File: config.mk
export PLATFORM = sky130hd
export DESIGN_NAME = tick_gen_multi
export DESIGN_NICKNAME = d
export VERILOG_FILES = /design/src/rtl/tick_gen_multi.sv
export SDC_FILE = /design/constraint.sdc
export NUM_CORES = 1
export LEC_CHECK = 0
export BUFFER_PORTS_ARGS = -buffer_cell sky130_fd_sc_hd__buf_2
export CAP_MARGIN = 20
export CORE_ASPECT_RATIO = 1.25
export CORE_MARGIN = 3
export CORE_UTILIZATION = 50
export CTS_BUF_LIST = sky130_fd_sc_hd__clkbuf_4 sky130_fd_sc_hd__clkbuf_8 sky130_fd_sc_hd__clkbuf_16
export CTS_CLUSTER_SIZE = 12
export DETAILED_ROUTE_END_ITERATION = 10
export PLACE_DENSITY = 0.69
export SLEW_MARGIN = 20
export SYNTH_ARGS = -nofsm -noshare
export SYNTH_HDL_FRONTEND = slang
export SYNTH_SLANG_ARGS = --single-unit
File: constraint.sdc
create_clock -name clk_in -period 6.47 [get_ports clk_in]
set_input_delay 0.9705 -clock clk_in [delete_from_list [all_inputs] [get_ports clk_in]]
set_output_delay 0.9705 -clock clk_in [all_outputs]
set_load 0.02 [all_outputs]
File: src/rtl/tick_gen_multi.sv
// Multi-channel tick / slow-clock generator: each channel strobes `tick` every N clk_in cycles.
// Optional square-wave output on clk_out is compiled in with `define TICKGEN_SQUARE_EN.
module tick_gen_multi #(
    parameter int NUM_CH = 4,
    parameter int CNT_W  = 21
) (
    input  logic                      clk_in,
    input  logic                      rst_n,
    input  logic [NUM_CH-1:0]         en,
    input  logic [NUM_CH*CNT_W-1:0]   div_val,
    input  logic                      sync_clr,
    output logic [NUM_CH-1:0]         tick,
    output logic [NUM_CH-1:0]         clk_out,
    output logic [NUM_CH-1:0]         running
);

    typedef enum logic {
        IDLE = 1'b0,
        RUN  = 1'b1
    } state_t;

    localparam logic [CNT_W-1:0] ONE = CNT_W'(1);

    for (genvar i = 0; i < NUM_CH; i++) begin : g_ch
        state_t           state_q, state_d;
        logic [CNT_W-1:0] cnt_q, cnt_d;
        logic [CNT_W-1:0] act_div_q, act_div_d;
        logic             tick_q, tick_d;
        logic [CNT_W-1:0] div_i;
        logic             wrap;
        logic             load;

        assign div_i = div_val[i*CNT_W +: CNT_W];
        // act_div is never 0 in RUN, so the subtraction cannot underflow there.
        assign wrap  = (cnt_q == act_div_q - ONE);
        // IDLE behaviour, forced on every channel by sync_clr.
        assign load  = sync_clr || (state_q == IDLE);

        always_comb begin
            state_d   = state_q;
            cnt_d     = cnt_q;
            act_div_d = act_div_q;
            tick_d    = 1'b0;
            if (load) begin
                act_div_d = div_i;
                cnt_d     = '0;
                state_d   = (en[i] && (div_i != '0)) ? RUN : IDLE;
            end else if (!en[i]) begin
                state_d = IDLE;
                cnt_d   = '0;
            end else if (wrap) begin
                cnt_d     = '0;
                tick_d    = 1'b1;
                act_div_d = div_i;
                if (div_i == '0) begin
                    state_d = IDLE;
                end
            end else begin
                cnt_d = cnt_q + ONE;
            end
        end

        always_ff @(posedge clk_in or negedge rst_n) begin
            if (!rst_n) begin
                state_q   <= IDLE;
                cnt_q     <= '0;
                act_div_q <= '0;
                tick_q    <= 1'b0;
            end else begin
                state_q   <= state_d;
                cnt_q     <= cnt_d;
                act_div_q <= act_div_d;
                tick_q    <= tick_d;
            end
        end

        assign tick[i]    = tick_q;
        assign running[i] = (state_q == RUN);

`ifdef TICKGEN_SQUARE_EN
        logic clk_out_q, clk_out_d;

        // High while the next count sits in the first floor(N/2) slots of the period.
        always_comb begin
            clk_out_d = 1'b0;
            if (!load && en[i]) begin
                clk_out_d = (cnt_d < (act_div_d >> 1));
            end
        end

        always_ff @(posedge clk_in or negedge rst_n) begin
            if (!rst_n) begin
                clk_out_q <= 1'b0;
            end else begin
                clk_out_q <= clk_out_d;
            end
        end

        assign clk_out[i] = clk_out_q;
`else
        assign clk_out[i] = 1'b0;
`endif
    end

endmodule
==> results of run 1 <==
[power by group through the flow]
stage               sequential (mW)  clock, mW  combinational [mW]
global route                   1.24       1.21               0.379
floorplan                      1.22          0               0.253
detailed placement             1.25          0               0.338
CTS                            1.23       1.17               0.341
finish                         1.23       1.15               0.338
global placement               1.25          0               0.332
[kinds of logic (layout without fill, tap and decap cells)]
| group | Yosys count | in the layout | share of synthesized area |
|---|---|---|---|
| compound gates | 79 | 79 | 0.0556 |
| simple gates | 468 | 468 | 0.239 |
| flops | 176 | 176 | 0.415 |
| other cells | 1 | 4 | 0.000353 |
| xor+xnor | 179 | 179 | 0.148 |
| fa+ha+maj | 9 | 9 | 0.0104 |
| mux | 86 | 86 | 0.0978 |
| buf+inv | 72 | 156 | 0.0346 |
[state kept, by name (all words and copies together) (netlist names)]
name and count:
g_ch.act_div_q 84, g_ch.tick_q 4, g_ch.state_q 4, g_ch.cnt_q 84
[stage by stage]
step / setup WS, ns / hold slack [ns] / utilization / instances
global placement: 2.48 / 0.492 / 0.549 / 1396
finish: 2.39 / 0.508 / 0.581 / 1427
CTS: 2.37 / 0.514 / 0.581 / 1427
detailed placement: 2.42 / 0.499 / 0.549 / 1396
global route: 2.16 / 0.519 / 0.581 / 1427
floorplan: 3.08 / 0.478 / - / 1073
[routing by layer]
| metal | vias to the layer above | routed length, um | track usage |
|---|---|---|---|
| li1 | 3945 | - | - |
| met5 | - | 0 | 0 |
| met4 | 0 | 412 | 0.0623 |
| met2 | 172 | 11800 | 0.357 |
| met1 | 3954 | 10800 | 0.277 |
| met3 | 37 | 777 | 0.0306 |
[synth_stat cells (6+ instances only)]
cell        n
ha_1        8
a211oi_1    6
nor2b_1    11
and3_1     22
nor4b_1     8
nor4_1     40
or3_1      18
or4_1      20
nand2_1    53
buf_4      14
mux2_1     20
a21oi_1     7
buf_2       9
inv_1      23
xnor2_1    99
nand3b_1   10
dfrtp_1   176
nor2_1    132
nor3_1     37
nand4_1    22
mux2_2     42
o21ai_0    14
clkbuf_1   22
a31oi_1     6
nand2b_1   12
xor2_1     80
and4_1      6
mux2_4     20
nand3_1    46
[final timing paths]
| kind | depth (start not counted) | endpoint | from |
|---|---|---|---|
| max | 9 | g_ch[1].act_div_q[6]$_DFFE_PN0P_ | g_ch[1].act_div_q[0]$_DFFE_PN0P_ |
| min | 1 | g_ch[1].act_div_q[20]$_DFFE_PN0P_ | g_ch[1].act_div_q[20]$_DFFE_PN0P_ |
| max reg2reg | 9 | g_ch[1].act_div_q[6]$_DFFE_PN0P_ | g_ch[1].act_div_q[0]$_DFFE_PN0P_ |
| min reg2reg | 1 | g_ch[1].act_div_q[20]$_DFFE_PN0P_ | g_ch[1].act_div_q[20]$_DFFE_PN0P_ |
| max in group asynchronous | 2 | g_ch[1].cnt_q[12]$_DFF_PN0_ | rst_n |
| min in group asynchronous | 1 | g_ch[1].act_div_q[15]$_DFFE_PN0P_ | rst_n |
[worst register-to-register path: cells and delay by family, from the launching register on]
family / cells / cell delay [ns]
DFF: 1 / 0.41
adders and majority gates: 1 / 0.21
muxes: 1 / 0.42
and+or+nand+nor: 4 / 1.66
AOI/OAI and AO/OA: 2 / 1.18
buffers and inverters: 1 / 0.08
[cell type report]
class,instances,area [um2]
fill,1847,8580
sequential,176,4400
clock buffer,19,453
multi-input combinational,825,5870
timing repair buffer,102,527
inverter,23,86.3
clock inverter,12,206
tap,270,338
==> flow_summary.yaml, run 1 <==
sta:
  clock.fmax_ghz: 0.245
  min_period_ns: 4.08
  setup_viol: 0
  tightest_slew_ns: 1.04
  finalSetupTns_ns: 0
  rsz0062_at_grt: "false"
  hold_viol: 0
  relSlewSlack: 0.304
  slew_viol_final: 0
  finClkSkew_ns: 0.0120
  post-route-period-util: 0.630
power_and_ir_drop:
  switchingPower_mw: 0.695
  seq_power_share: 0.454
  clkPwrFrac: 0.422
  power_density_nw_per_um2: 229
  total_power_mw: 2.72
  p_leak_nw: 4.78
  netSwitchingFraction: 0.256
  ir_drop_uv: 180
  combPwrFrac: 0.124
  p_int_mw: 2.02
clocking:
  htree_levels: 4
  clk_latency_ns: 0.43
  cts_inserted_buffers: 17
  cts.sinks: 176
  post-cts-setup-buffer-count: 0
  clock_path_buffers: 2
  ctsHoldBuffers: 0
  cts-root-buf: "clkbuf_16"
  clk_pin_slew_ns: 0.07
  cts_resized: 0
  cts_tree: "done"
global_routing:
  grt_first_pass_wirelength_mm: 39.1
  grt_max_degree: 90
  first_global_vias: 7959
  grt.overflow.total: 0
  grt_use_total: 0.210
  antenna_found_initial: 0
drt:
  vias_per_cell: 5.68
  num_vias: 8108
  postRouteAntennaNets: 0
  drt_iter0_markers: 439
  drc: 0
  firstDrtPassIters: 5
  routedWlPerCell_um: 16.6
  drt_wl_total_mm: 23.7
finish:
  layout_commonest_cell: "dfrtp_1"
  design_area_um2: 11900
  drive_gt1_frac: 0.186
  syn_to_final_growth_pct: 12.0
  nets: 1244
  layout_common_cells: "176 x dfrtp_1, 132 x nor2_1, 99 x xnor2_1"
  diodes: 0
synth:
  postSynthAreaPerCell_um2: 9.92
  synth_edf_count: 0
  yosysSeqAreaShare: 0.415
  synth.area.top_cells: "dfrtp_1 41%, xnor2_1 8.2%, xor2_1 6.6%"
  post-synth-top-area-cell: "dfrtp_1"
  synth_cell_types: 75
  synth_seq_cells: 176
  synth_top_area_frac: 0.415
  syn_area_um2: 10600
  synthCells: 1070
  synth_top_flop_cell: "dfrtp_1"
  asyncSetResetFlopFracSynth: 1.00
  yosysWarnings: 0
die:
  dieHeight_um: 169
  die_area_um2: 23000
  rows: 58
  die_x_um: 136
  fp.coreArea_um2: 20500
  ios: 103
  start_util: 0.519
critical_path:
  path_buf_inv: 1
  critPathCaptureType: "flop"
  path_max_fanout: 24
  slowest_stage: "o31ai_4"
  worst-setup-path-type: "reg2reg"
  cp.arrival_ns: 4.39
  critPathTopFamily: "simple AND/OR/NAND/NOR gates"
  crit_chain: "inv_1, ha_1, or4b_1, o21a_1, nor4_1, and3b_1, or4_1, o31ai_4, mux2_2"
  slowest_delay_ns: 0.93
  critPathRequiredTime_ns: 6.78
  r2r_slack_ns: 2.39
  startpoint_type: "flop"
placed_design:
  io_buffers: 98
  dp_hpwl_mm: 17.5
  dpl_cell_area_um2: 11200
  gp_congestion: 0.874
run_status:
  outcome: "completed"
min_path:
  hp-class: "reg2reg"
job:
  cap_violations: 0
(Power assumes the default switching activity.)
==> run 2: changes to the inputs <==
--- a/config.mk
+++ b/config.mk
@@ -5,6 +5,7 @@
 export SDC_FILE = /design/constraint.sdc
 export NUM_CORES = 1
 export LEC_CHECK = 0
+export ABC_AREA = 1
 export BUFFER_PORTS_ARGS = -buffer_cell sky130_fd_sc_hd__buf_2
 export CAP_MARGIN = 20
 export CORE_ASPECT_RATIO = 1.25
@@ -13,7 +14,7 @@
 export CTS_BUF_LIST = sky130_fd_sc_hd__clkbuf_4 sky130_fd_sc_hd__clkbuf_8 sky130_fd_sc_hd__clkbuf_16
 export CTS_CLUSTER_SIZE = 12
 export DETAILED_ROUTE_END_ITERATION = 10
-export PLACE_DENSITY = 0.69
+export PLACE_DENSITY = 0.71
 export SLEW_MARGIN = 20
 export SYNTH_ARGS = -nofsm -noshare
 export SYNTH_HDL_FRONTEND = slang
==> constraint.sdc (replaced) <==
create_clock -name clk_in -period 3.5 [get_ports clk_in]
set_input_delay 0.525 -clock clk_in [delete_from_list [all_inputs] [get_ports clk_in]]
set_output_delay 0.525 -clock clk_in [all_outputs]
set_load 0.02 [all_outputs]
==> run 2 against run 1 <==
  * Non-clock buffer count is 4 higher
  * Final area grew 12%
  * Worst setup slack worse by 1.6 ns
  * Clock skew barely moved
  * Combinational power rose to 2.7 times the previous value
  * Largest cell class unchanged
  * Die area rose by 14%
==> flow_summary.yaml, run 2 <==
critical_path:
  critPathTopFamily: "simple AND/OR/NAND/NOR gates"
  r2r-start: "g_ch[1].act_div_q[0]$_DFFE_PN0P_"
  slowest_stage: "dfrtp_1"
  reg2reg_depth: 16
  critPathCaptureType: "flop"
  r2r_slack_ns: 0.80
  crit_top_cell: "nand2_1"
  slowest_delay_ns: 0.41
  crit_chain: "inv_1, ha_1, nand3_1, nor2_4, nand2_2, inv_2, nand2_1, nand2_1, nand2_1, nor2_1, nand2_1, nor2_2, nand2_2, nand2_2, nand3_1, nand2_1"
  critPathRequiredTime_ns: 3.88
  path_max_fanout: 21
  path_buf_inv: 2
  startpoint_type: "flop"
  worst-setup-path-type: "reg2reg"
  rr_endpoint: "g_ch[1].act_div_q[0]$_DFFE_PN0P_"
  cp.arrival_ns: 3.08
clocking:
  htree_levels: 4
  cts-root-buf: "clkbuf_16"
  clock_path_buffers: 2
  cts_inserted_buffers: 17
  clk_latency_ns: 0.44
  ctsHoldBuffers: 0
  post-cts-setup-buffer-count: 0
  cts_tree: "done"
  cts_resized: 0
  clk_pin_slew_ns: 0.08
  cts.sinks: 176
finish:
  drive_gt1_frac: 0.119
  design_area_um2: 13400
  largest_registers: "g_ch.act_div_q: 84 flops, g_ch.cnt_q: 84 flops"
  nets: 1909
  nFillCells: 2326
  layout_commonest_cell: "nand2_1"
  syn_to_final_growth_pct: 9.85
  diodes: 0
  layout_common_cells: "484 x nand2_1, 268 x nor2_1, 211 x nand3_1"
drt:
  firstDrtPassIters: 7
  vias_per_cell: 5.14
  drc: 0
  num_vias: 11000
  postRouteAntennaNets: 0
  drt_wl_total_mm: 29.6
  routedWlPerCell_um: 13.8
  drt_iter0_markers: 453
sta:
  setup_viol: 0
  setup_slack_ns: 0.804
  post-route-period-util: 0.770
  relSlewSlack: 0.430
  hold_viol: 0
  tightest_slew_ns: 0.853
  finClkSkew_ns: 0.0115
  clock.fmax_ghz: 0.371
  slew_viol_final: 0
  rsz0062_at_grt: "false"
  finalSetupTns_ns: 0
  min_period_ns: 2.70
placed_design:
  dpl_cell_area_um2: 12800
  pre_cts_ws_ns: 0.817
  gp_congestion: 0.972
  io_buffers: 98
  dp_hpwl_mm: 22.9
synth:
  synth_top_flop_cell: "dfrtp_1"
  syn_area_um2: 12200
  yosys.cell_count.top_type: "nand2_1"
  post-synth-top-area-cell: "dfrtp_1"
  synthTopCellsByCount: "484 x nand2_1, 268 x nor2_1, 211 x nand3_1"
  yosysSeqAreaShare: 0.362
  synth_cell_types: 46
  synth.area.top_cells: "dfrtp_1 36%, nand2_1 15%, nand3_1 8.7%"
  synthCells: 1735
  synth_seq_cells: 176
  asyncSetResetFlopFracSynth: 1.00
  yosysWarnings: 0
  postSynthAreaPerCell_um2: 7.01
  synth_edf_count: 0
  synth_top_area_frac: 0.362
die:
  fp.coreArea_um2: 23800
  rows: 63
  start_util: 0.511
  die_area_um2: 26200
  ios: 103
  die_x_um: 145
  dieHeight_um: 180
power_and_ir_drop:
  ir_drop_uv: 308
  p_leak_nw: 6.56
  power_density_nw_per_um2: 384
global_routing:
  grt_max_degree: 83
  first_global_vias: 10700
  grt.overflow.total: 0
  grt_use_total: 0.227
  antenna_found_initial: 0
  grt_first_pass_wirelength_mm: 50.3
min_path:
  hp-class: "in2async"
run_status:
  outcome: "completed"
job:
  cap_violations: 0
==> run 2: cell count changes after synthesis, moves of 24 or more <==
cell,before,now
nor2_1,132,268
inv_1,23,166
nand4_1,22,46
nand3_1,46,211
mux2_2,42,0
nand2_1,53,484
xnor2_1,99,48
==> run 2: worst max path at each step <==
stage,end,from,slack [ns],depth (start not counted)
after global placement,g_ch[0].state_q$_DFFE_PN0P_,g_ch[0].act_div_q[0]$_DFFE_PN0P_,0.92,15
final,g_ch[1].act_div_q[0]$_DFFE_PN0P_,g_ch[1].act_div_q[0]$_DFFE_PN0P_,0.80,16
after CTS,g_ch[0].cnt_q[17]$_DFF_PN0_,g_ch[0].act_div_q[0]$_DFFE_PN0P_,0.78,14
after detailed placement,g_ch[0].cnt_q[17]$_DFF_PN0_,g_ch[0].act_div_q[0]$_DFFE_PN0P_,0.82,14
after global routing,g_ch[0].cnt_q[16]$_DFF_PN0_,g_ch[0].act_div_q[0]$_DFFE_PN0P_,0.50,14
after floorplan,g_ch[1].act_div_q[10]$_DFFE_PN0P_,g_ch[1].act_div_q[0]$_DFFE_PN0P_,1.40,16
==> run 2: logic make-up after synthesis <==
group	synth area share
AO/OA/AOI/OAI	0.0225
XOR/XNOR	0.100
adder cells (fa/ha/maj)	0.00824
buffers and inverters	0.0861
flip-flops	0.362
other	0.000309
AND/OR/NAND/NOR	0.420
==> run 2: area by class of cell <==
cell class                      instances  area [um2]  area share
Clock buffer                           18         439      0.0329
Clock inverter                         14         160      0.0120
Inverter                              175         657      0.0492
Multi-Input combinational cell       1334        6720       0.503
Sequential cell                       176        4400       0.330
Tap cell                              325         407      0.0305
Timing Repair Buffer                  106         569      0.0426
==> run 2: worst register-to-register path: stages (launching register included) <==
cell and delay (ns):
dfrtp_1 0.41, inv_1 0.17, ha_1 0.26, nand3_1 0.19, nor2_4 0.23, nand2_2 0.08
inv_2 0.08, nand2_1 0.05, nand2_1 0.08, nand2_1 0.05, nor2_1 0.10, nand2_1 0.07
nor2_2 0.10, nand2_2 0.09, nand2_2 0.34, nand3_1 0.21, nand2_1 0.12
==> run 2: power by group <==
part	leakage, nW	internal [mW]	switching [mW]	total [mW]
Clock	0.293	1.04	0.920	1.96
Sequential	2.29	2.13	0.146	2.28
Combinational	3.97	0.323	0.573	0.896
==> run 2: stage by stage <==
| stage | total power [mW] | std cells | utilization | hold slack, ns |
|---|---|---|---|---|
| 2_1_floorplan | 2.94 | 1738 | - | 0.229 |
| 3_5_place_dp | 3.21 | 2116 | 0.536 | 0.490 |
| 5_1_grt | 5.42 | 2148 | 0.561 | 0.0802 |
| 3_3_place_gp | 3.19 | 2116 | 0.536 | 0.483 |
| 4_1_cts | 5.17 | 2148 | 0.561 | 0.0593 |
| 6_report | 5.13 | 2148 | 0.561 | 0.0488 |
==> run 2: metal layers <==
metal | part of all wire | vias up | wire [um] | GRT usage
li1 | - | 5645 | - | -
met5 | 0 | - | 0 | 0
met4 | 0.021 | 0 | 631 | 0.0715
met1 | 0.45 | 5129 | 13300 | 0.293
met2 | 0.49 | 221 | 14600 | 0.392
met3 | 0.035 | 53 | 1050 | 0.0350
==> run 3: changes to the inputs <==
--- a/config.mk
+++ b/config.mk
@@ -5,7 +5,7 @@
 export SDC_FILE = /design/constraint.sdc
 export NUM_CORES = 1
 export LEC_CHECK = 0
-export ABC_AREA = 1
+export ABC_AREA = 0
 export BUFFER_PORTS_ARGS = -buffer_cell sky130_fd_sc_hd__buf_2
 export CAP_MARGIN = 20
 export CORE_ASPECT_RATIO = 1.25
@@ -14,7 +14,7 @@
 export CTS_BUF_LIST = sky130_fd_sc_hd__clkbuf_4 sky130_fd_sc_hd__clkbuf_8 sky130_fd_sc_hd__clkbuf_16
 export CTS_CLUSTER_SIZE = 12
 export DETAILED_ROUTE_END_ITERATION = 10
-export PLACE_DENSITY = 0.71
+export PLACE_DENSITY = 0.69
 export SLEW_MARGIN = 20
 export SYNTH_ARGS = -nofsm -noshare
 export SYNTH_HDL_FRONTEND = slang
==> constraint.sdc (replaced) <==
create_clock -name clk_in -period 2.59 [get_ports clk_in]
set_input_delay 0.3885 -clock clk_in [delete_from_list [all_inputs] [get_ports clk_in]]
set_output_delay 0.3885 -clock clk_in [all_outputs]
set_load 0.02 [all_outputs]
==> run 3 against run 2 <==
  * The flow now finishes with violations (setup timing)
  * Critical path type unchanged
  * Combinational power up 89%
  * Largest power group unchanged
  * Die area decreased by 12%
  * Routed wire length up 14%
  * Largest cell class unchanged
  * Clock power is 46% higher
==> flow_summary.yaml, run 3 (same netlist as run 1, synthesis figures left out) <==
global_routing:
  grt_use_total: 0.277
  grt_max_degree: 63
  first_global_vias: 9964
  grt_first_pass_wirelength_mm: 50.7
  antenna_found_initial: 0
  grt.overflow.total: 0
sta:
  rsz0062_at_grt: "true"
  tightest_slew_ns: 0.836
  hold_viol: 0
  slew_viol_final: 0
  holdWs_ns: 0.173
  relSlewSlack: 0.441
  finalSetupTns_ns: -81.46
  setup_slack_ns: -0.650
  min_period_ns: 3.24
  post-route-period-util: 1.25
  finClkSkew_ns: 0.00939
  clock.fmax_ghz: 0.309
  setup_viol: 175
drt:
  drt_iter0_markers: 721
  vias_per_cell: 5.86
  routedWlPerCell_um: 20.1
  drt_wl_total_mm: 33.8
  drc: 0
  firstDrtPassIters: 7
  postRouteAntennaNets: 0
  num_vias: 9840
power_and_ir_drop:
  clkPwrFrac: 0.379
  netSwitchingFraction: 0.278
  switchingPower_mw: 2.10
  combPwrFrac: 0.224
  p_int_mw: 5.45
  ir_drop_uv: 492
  p_leak_nw: 6.58
  total_power_mw: 7.55
  power_density_nw_per_um2: 486
  seq_power_share: 0.397
placed_design:
  io_buffers: 98
  dp_hpwl_mm: 20.9
  dp.cells: 1601
  gp_congestion: 0.910
clocking:
  cts.sinks: 176
  htree_levels: 4
  clock_path_buffers: 2
  cts_tree: "done"
  cts-root-buf: "clkbuf_16"
  clk_latency_ns: 0.44
  cts_inserted_buffers: 17
  clk_pin_slew_ns: 0.07
critical_path:
  cp.arrival_ns: 3.56
  critPathRequiredTime_ns: 2.91
  path_buf_inv: 1
  slowest_delay_ns: 0.61
  worst-setup-path-type: "reg2reg"
  worstSetupPathDepth: 9
  critPathTopFamily: "simple AND/OR/NAND/NOR gates"
  critPathCaptureType: "flop"
  startpoint_type: "flop"
  slowest_stage: "or4_4"
  reg2reg_depth: 9
  crit_top_cell: "or4_4"
  path_max_fanout: 6
  crit_chain: "or3_4, buf_4, or4_4, nor3_4, xnor2_1, nand3_1, or4_4, o21a_4, mux2_4"
finish:
  largest_registers: "g_ch.act_div_q: 84 flops, g_ch.cnt_q: 84 flops"
  post-route-util: 0.758
  syn_to_final_growth_pct: 46.2
  drive_gt1_frac: 0.468
  diodes: 0
  layout.cells.non_filler: 1678
  nets: 1495
  layout_common_cells: "208 x buf_4, 176 x dfrtp_1, 97 x buf_2"
  layout_commonest_cell: "buf_4"
die:
  fp.coreArea_um2: 20500
  die_area_um2: 23000
  rows: 58
  die_x_um: 136
  dieHeight_um: 169
  start_util: 0.519
  ios: 103
min_path:
  hp-class: "in2reg"
  worstHoldPathCells: 3
job:
  cap_violations: 0
run_status:
  violations: "setup timing"
  outcome: "finished with violations"
-- run 3: cell type report --
class / instances / area [um2]
inverters: 23 / 86.3
well taps: 270 / 338
repair buffers: 350 / 2840
clock inverters: 14 / 211
fillers: 1312 / 4950
flip-flops and latches: 176 / 4400
multi-input cells: 828 / 7210
clock buffers: 17 / 425
-- run 3: power by group through the flow --
stage	Combinational, mW	Sequential (mW)	Clock [mW]
3_3_place_gp	1.33	3.04	0
6_report	1.69	3.00	2.86
5_1_grt	1.79	3.01	3.01
4_1_cts	1.54	2.99	2.87
2_1_floorplan	0.710	3.06	0
3_5_place_dp	1.36	3.04	0
-- run 3: stage by stage --
stage	cell area, um2	setup WS [ns]
final	15500	-0.650
after detailed placement	13100	-0.659
after CTS	14800	-0.555
after floorplan	11000	-0.661
after global routing	15500	-0.756
after global placement	13100	-0.625
-- run 3: worst paths after layout --
check                                                    end                               from  slack, ns
setup / recovery           g_ch[0].act_div_q[11]$_DFFE_PN0P_  g_ch[0].act_div_q[11]$_DFFE_PN0P_      -0.65
hold / removal              g_ch[1].act_div_q[2]$_DFFE_PN0P_                        div_val[23]       0.17
setup reg to reg           g_ch[0].act_div_q[11]$_DFFE_PN0P_  g_ch[0].act_div_q[11]$_DFFE_PN0P_      -0.65
hold reg to reg            g_ch[1].act_div_q[20]$_DFFE_PN0P_  g_ch[1].act_div_q[20]$_DFFE_PN0P_       0.54
max in group asynchronous   g_ch[3].act_div_q[8]$_DFFE_PN0P_                              rst_n       1.31
min in group asynchronous   g_ch[1].act_div_q[1]$_DFFE_PN0P_                              rst_n       0.48
-- run 3: timing repair --
item / in CTS / in global routing
pin swaps: 48 / 43
setup buffers: 24 / 13
resized for setup: 154 / 135
endpoints found under the setup margin: 175 / 175
hold buffers: 1 / 0
endpoints found under the hold margin: 56 / 0
gates cloned: 14 / 3
-- run 3: per-layer routing --
| metal | routed length, um | vias up | GRT usage |
|---|---|---|---|
| met1 | 13000 | 4903 | 0.329 |
| met4 | 1400 | 0 | 0.132 |
| met5 | 0 | - | 0 |
| met3 | 1580 | 113 | 0.0473 |
| li1 | - | 4466 | - |
| met2 | 17800 | 358 | 0.483 |
-- run 3: worst reg2reg max path, stage by stage, from the launching register on --
cell and delay, ns:
dfrtp_1 0.38, or3_4 0.39, buf_4 0.16, or4_4 0.53, nor3_4 0.15, xnor2_1 0.17, nand3_1 0.14, or4_4 0.61
o21a_4 0.29, mux2_4 0.31
